`src/rtl/seq_mul_shift_add.sv`:
```
// Iterative shift-add multiplier producing the low WIDTH bits of a*b.
// Borrows an external combinational adder through add_a/add_b/add_sum instead of owning one.
module seq_mul_shift_add #(
    parameter int WIDTH = 32
) (
    input  logic             clk,
    input  logic             rst,
    input  logic             in_valid,
    output logic             in_ready,
    input  logic [WIDTH-1:0] in_a,
    input  logic [WIDTH-1:0] in_b,
    output logic [WIDTH-1:0] add_a,
    output logic [WIDTH-1:0] add_b,
    input  logic [WIDTH-1:0] add_sum,
    output logic             out_valid,
    input  logic             out_ready,
    output logic [WIDTH-1:0] out_product
);

    typedef enum logic [1:0] {
        IDLE = 2'd0,
        RUN  = 2'd1,
        DONE = 2'd2
    } state_t;

    state_t           state_r;
    state_t           next_state_s;
    logic [WIDTH-1:0] acc_r;
    logic [WIDTH-1:0] mcand_r;
    logic [WIDTH-1:0] mplier_r;
    logic [5:0]       cnt_r;
    logic             run_last_s;

    // State register
    always_ff @(posedge clk or posedge rst) begin
        if (rst) begin
            state_r <= IDLE;
        end else begin
            state_r <= next_state_s;
        end
    end

    // Next-state logic; RUN ends once no multiplier bits remain or all bits are consumed
    always_comb begin
        next_state_s = state_r;
        run_last_s   = (mplier_r[WIDTH-1:1] == {(WIDTH-1){1'b0}}) ||
                       (cnt_r == 6'(WIDTH-1));
        case (state_r)
            IDLE: begin
                if (in_valid) begin
                    next_state_s = RUN;
                end else begin
                    next_state_s = IDLE;
                end
            end
            RUN: begin
                if (run_last_s) begin
                    next_state_s = DONE;
                end else begin
                    next_state_s = RUN;
                end
            end
            DONE: begin
                if (out_ready) begin
                    next_state_s = IDLE;
                end else begin
                    next_state_s = DONE;
                end
            end
            default: begin
                next_state_s = IDLE;
            end
        endcase
    end

    // Datapath registers: operand capture in IDLE, one shift-add step per RUN cycle
    always_ff @(posedge clk or posedge rst) begin
        if (rst) begin
            acc_r    <= {WIDTH{1'b0}};
            mcand_r  <= {WIDTH{1'b0}};
            mplier_r <= {WIDTH{1'b0}};
            cnt_r    <= 6'd0;
        end else begin
            case (state_r)
                IDLE: begin
                    if (in_valid) begin
                        acc_r    <= {WIDTH{1'b0}};
                        mcand_r  <= in_a;
                        mplier_r <= in_b;
                        cnt_r    <= 6'd0;
                    end
                end
                RUN: begin
                    acc_r    <= add_sum;
                    mcand_r  <= {mcand_r[WIDTH-2:0], 1'b0};
                    mplier_r <= {1'b0, mplier_r[WIDTH-1:1]};
                    cnt_r    <= cnt_r + 6'd1;
                end
                default: begin
                    acc_r    <= acc_r;
                    mcand_r  <= mcand_r;
                    mplier_r <= mplier_r;
                    cnt_r    <= cnt_r;
                end
            endcase
        end
    end

    // Output decode; the adder sees zeros whenever it is not in use
    always_comb begin
        in_ready  = 1'b0;
        out_valid = 1'b0;
        add_a     = {WIDTH{1'b0}};
        add_b     = {WIDTH{1'b0}};
        case (state_r)
            IDLE: begin
                in_ready = 1'b1;
            end
            RUN: begin
                add_a = acc_r;
                if (mplier_r[0]) begin
                    add_b = mcand_r;
                end else begin
                    add_b = {WIDTH{1'b0}};
                end
            end
            DONE: begin
                out_valid = 1'b1;
            end
            default: begin
                in_ready  = 1'b0;
                out_valid = 1'b0;
            end
        endcase
    end

    assign out_product = acc_r;

endmodule

```
`config.mk`:
```
export PLATFORM = sky130hd
export DESIGN_NAME = seq_mul_shift_add
export DESIGN_NICKNAME = d
export VERILOG_FILES = /design/src/rtl/seq_mul_shift_add.sv
export SDC_FILE = /design/constraint.sdc
export NUM_CORES = 1
export LEC_CHECK = 0
export ABC_AREA = 1
export CAP_MARGIN = 20
export CORE_UTILIZATION = 25
export CTS_BUF_LIST = sky130_fd_sc_hd__clkbuf_16
export CTS_CLUSTER_SIZE = 25
export DETAILED_ROUTE_END_ITERATION = 7
export GPL_TIMING_DRIVEN = 1
export HOLD_SLACK_MARGIN = 0.08
export SLEW_MARGIN = 20
export SYNTH_ARGS = -nofsm -noshare
export SYNTH_HDL_FRONTEND = slang
export SYNTH_SLANG_ARGS = --single-unit
```
`constraint.sdc`:
```
create_clock -name clk -period 3.3 [get_ports clk]
set_input_delay 0.33 -clock clk [delete_from_list [all_inputs] [get_ports clk]]
set_output_delay 0.33 -clock clk [all_outputs]
set_load 0.03 [all_outputs]
```
==> out/metrics.cfg <==
[outcome]
status = finished, final reports clean

[die]
die_h_um = 141
initial_core_util = 0.256
row_count = 50
dieArea_sq_um = 19800
die_x_um = 141
core_area_sq_um = 18800
boundaryPins = 198

[sta]
maxSlewViolCount = 0
layout_min_cycle_time_ps = 2490
setup_viol = 0
fin_setup_tns_ps = 0
worst_pin_slew_ps = 715
fmax_mhz = 402
finalCritPeriodShare = 0.754
fin_hold_ws_ps = 258
slew_headroom = 0.524
skew_ps = 9.32
grt_setup_unrepaired = false
finalHoldViolations = 0

[logic_synthesis]
synthesis.area_sq_um = 4800
ys_seq_elements = 104
ys_types = 22
synthCells = 570
ys_warn_count = 0
syn_area_per_cell_sq_um = 8.43
seq_area_frac_synth = 0.542
synth_nets = 671

[route]
ant_nets = 0
firstDrtPassIters = 4
wl_met1_um = 6420
drt_iter0_drc = 218
via_count = 4463
wl_met2_um = 6740
top_layer_used = met4
drc = 0
wl_met3_um = 671
wl_um = 14000
drt-wirelength-per-cell_um = 14.2
avgViaCountPerCell = 4.52

[clocking]
htreeDepth = 3
cts_root_buffer = clkbuf_16
cts.sinks = 104
tritoncts = built
clk_latency_ps = 350
postCtsHoldBufs = 0
clk_pin_slew_ps = 70
clockBufferDepth = 2
cts_setup_buffers = 0
cts_resized = 0
cts_made_buffers = 9

[grt]
grt_pass1_vias = 4268
grt_overflow = 0
grt_usage = 0.144
grt_max_degree = 69
grt_pass1_wl_um = 22200
antenna_found_initial = 0

[final_layout]
synthToLayoutAreaGrowth_pct = 49.6
final_nets = 850
fill_cells = 1950
fin_cells = 988
fin_area_sq_um = 7190
multiInputGateArea_sq_um = 1650
drive_gt1_frac = 0.0796
regArea_sq_um = 2600
antenna_cells = 0

[power]
vdd_drop_max_v = 0.000323
leakage_uw = 0.00329
switching_power_uw = 2950
p_comb_frac = 0.519
cellPowerDensity_nw_per_um2 = 932
p_int_uw = 3740
pwr-share-clk = 0.171
seqPwrFrac = 0.310
swShare = 0.441
total_power_uw = 6700

[setup_path]
arrival_ps = 2160
cp-start-kind = register
max_stage_delay_ps = 700
worstSetupEndpointType = primary output
crit_type = register to primary output
worstSetupStartpoint = state_r[1]
cp_slowest_cell = clkdlybuf4s50_1
r2r_cells = 5
r2r-start = state_r[0]
critPathCapture = add_a[12]
path_max_fanout = 54
path_cells = inv_1, nand2_4, nor2_1, clkdlybuf4s50_1
r2r_setup_slack_ps = 1090
reg2reg_to = mcand_r[30]
critPathRequiredTime_ps = 2970

[placement]
post_dp_cell_area_sq_um = 6870
hpwl_um = 9540
portBuffers = 197
gp_congestion = 0.754
dp_cells = 972

[run]
maxCapViolCount = 0

[min_path]
hp-class = input port to asynchronous set/reset pin

-- power groups by stage --
stage          Sequential, uW  Combinational (uW)  Clock (uW)
6_report                 2080                3480        1140
5_1_grt                  2140                3820        1220
4_1_cts                  2080                3530        1180
2_1_floorplan            2300                2040           0
3_5_place_dp             2100                3520           0
3_3_place_gp             2090                3490           0
-- worst max-delay path, delay by kind of cell (launching register included) --
kind	cells	cell delay [ps]
simple gates	2	590
flops	1	390
buf+inv	2	810
-- final cells by class --
cell class / instances / area share
Sequential cell: 104 / 0.362
Timing Repair Buffer: 205 / 0.273
Multi-Input combinational cell: 334 / 0.230
Inverter: 95 / 0.0500
Tap cell: 234 / 0.0407
Clock buffer: 9 / 0.0313
Clock inverter: 7 / 0.0122
-- placed cells by master, fill, tap and decap left out --
master           instances
o21ai_0                 40
dfrtp_1                104
o221ai_1                30
nand3_1                 33
clkinv_1                 2
inv_1                   92
nand2_1                 84
nand4_1                  1
a22o_1                   2
inv_2                    3
a21oi_1                 18
buf_4                   39
nor2_2                   1
buf_12                   1
a22oi_1                 15
bufinv_16                2
nor2_1                  89
clkinv_4                 1
nand2_2                  1
o22ai_1                 17
inv_4                    1
clkbuf_16                9
o31ai_1                  1
clkinvlp_4               1
ha_1                     1
nand2_4                  1
clkdlybuf4s50_1        165
-- registers in the layout, summed over array words and instances, names as in the netlist --
signal,count
mcand_r,32
out_product,32
state_r,2
mplier_r,32
cnt_r,6
-- metrics by stage --
step | util | setup slack [ps]
4_1_cts | 0.383 | 765
3_3_place_gp | 0.366 | 938
2_1_floorplan | - | 238
5_1_grt | 0.383 | 653
6_report | 0.383 | 813
3_5_place_dp | 0.366 | 900
-- cell usage after synthesis, drive strengths merged --
| master | n | area share |
|---|---|---|
| o21ai | 40 | 0.042 |
| clkbuf | 6 | 0.0047 |
| nand2 | 86 | 0.068 |
| a22o | 2 | 0.0036 |
| a21oi | 18 | 0.019 |
| o221ai | 30 | 0.055 |
| buf | 31 | 0.037 |
| nor2 | 90 | 0.071 |
| ha | 1 | 0.0026 |
| o31ai | 1 | 0.0016 |
| o22ai | 17 | 0.022 |
| a22oi | 15 | 0.023 |
| nand3 | 33 | 0.034 |
| dfrtp | 104 | 0.54 |
| inv | 95 | 0.074 |
| nand4 | 1 | 0.0013 |
-- per-layer routing --
metal	vias up	global-route usage
li1	2203	-
met1	2134	0.191
met2	115	0.234
met3	11	0.0272
met4	0	0.0498
met5	-	0
-- worst min-delay path by stage --
stage | slack, ps | to
after floorplan | 450 | mplier_r[0]
after global routing | 270 | out_product[12]
after global placement | 470 | mplier_r[0]
final | 260 | out_product[17]
after CTS | 250 | out_product[17]
after detailed placement | 480 | mplier_r[0]
-- cells by family after synthesis --
logic type / share of synthesized area
buf+inv: 0.116
fa+ha+maj: 0.00260
simple gates: 0.174
flops: 0.542
compound gates: 0.166
Power figures use the tool's default switching activity.
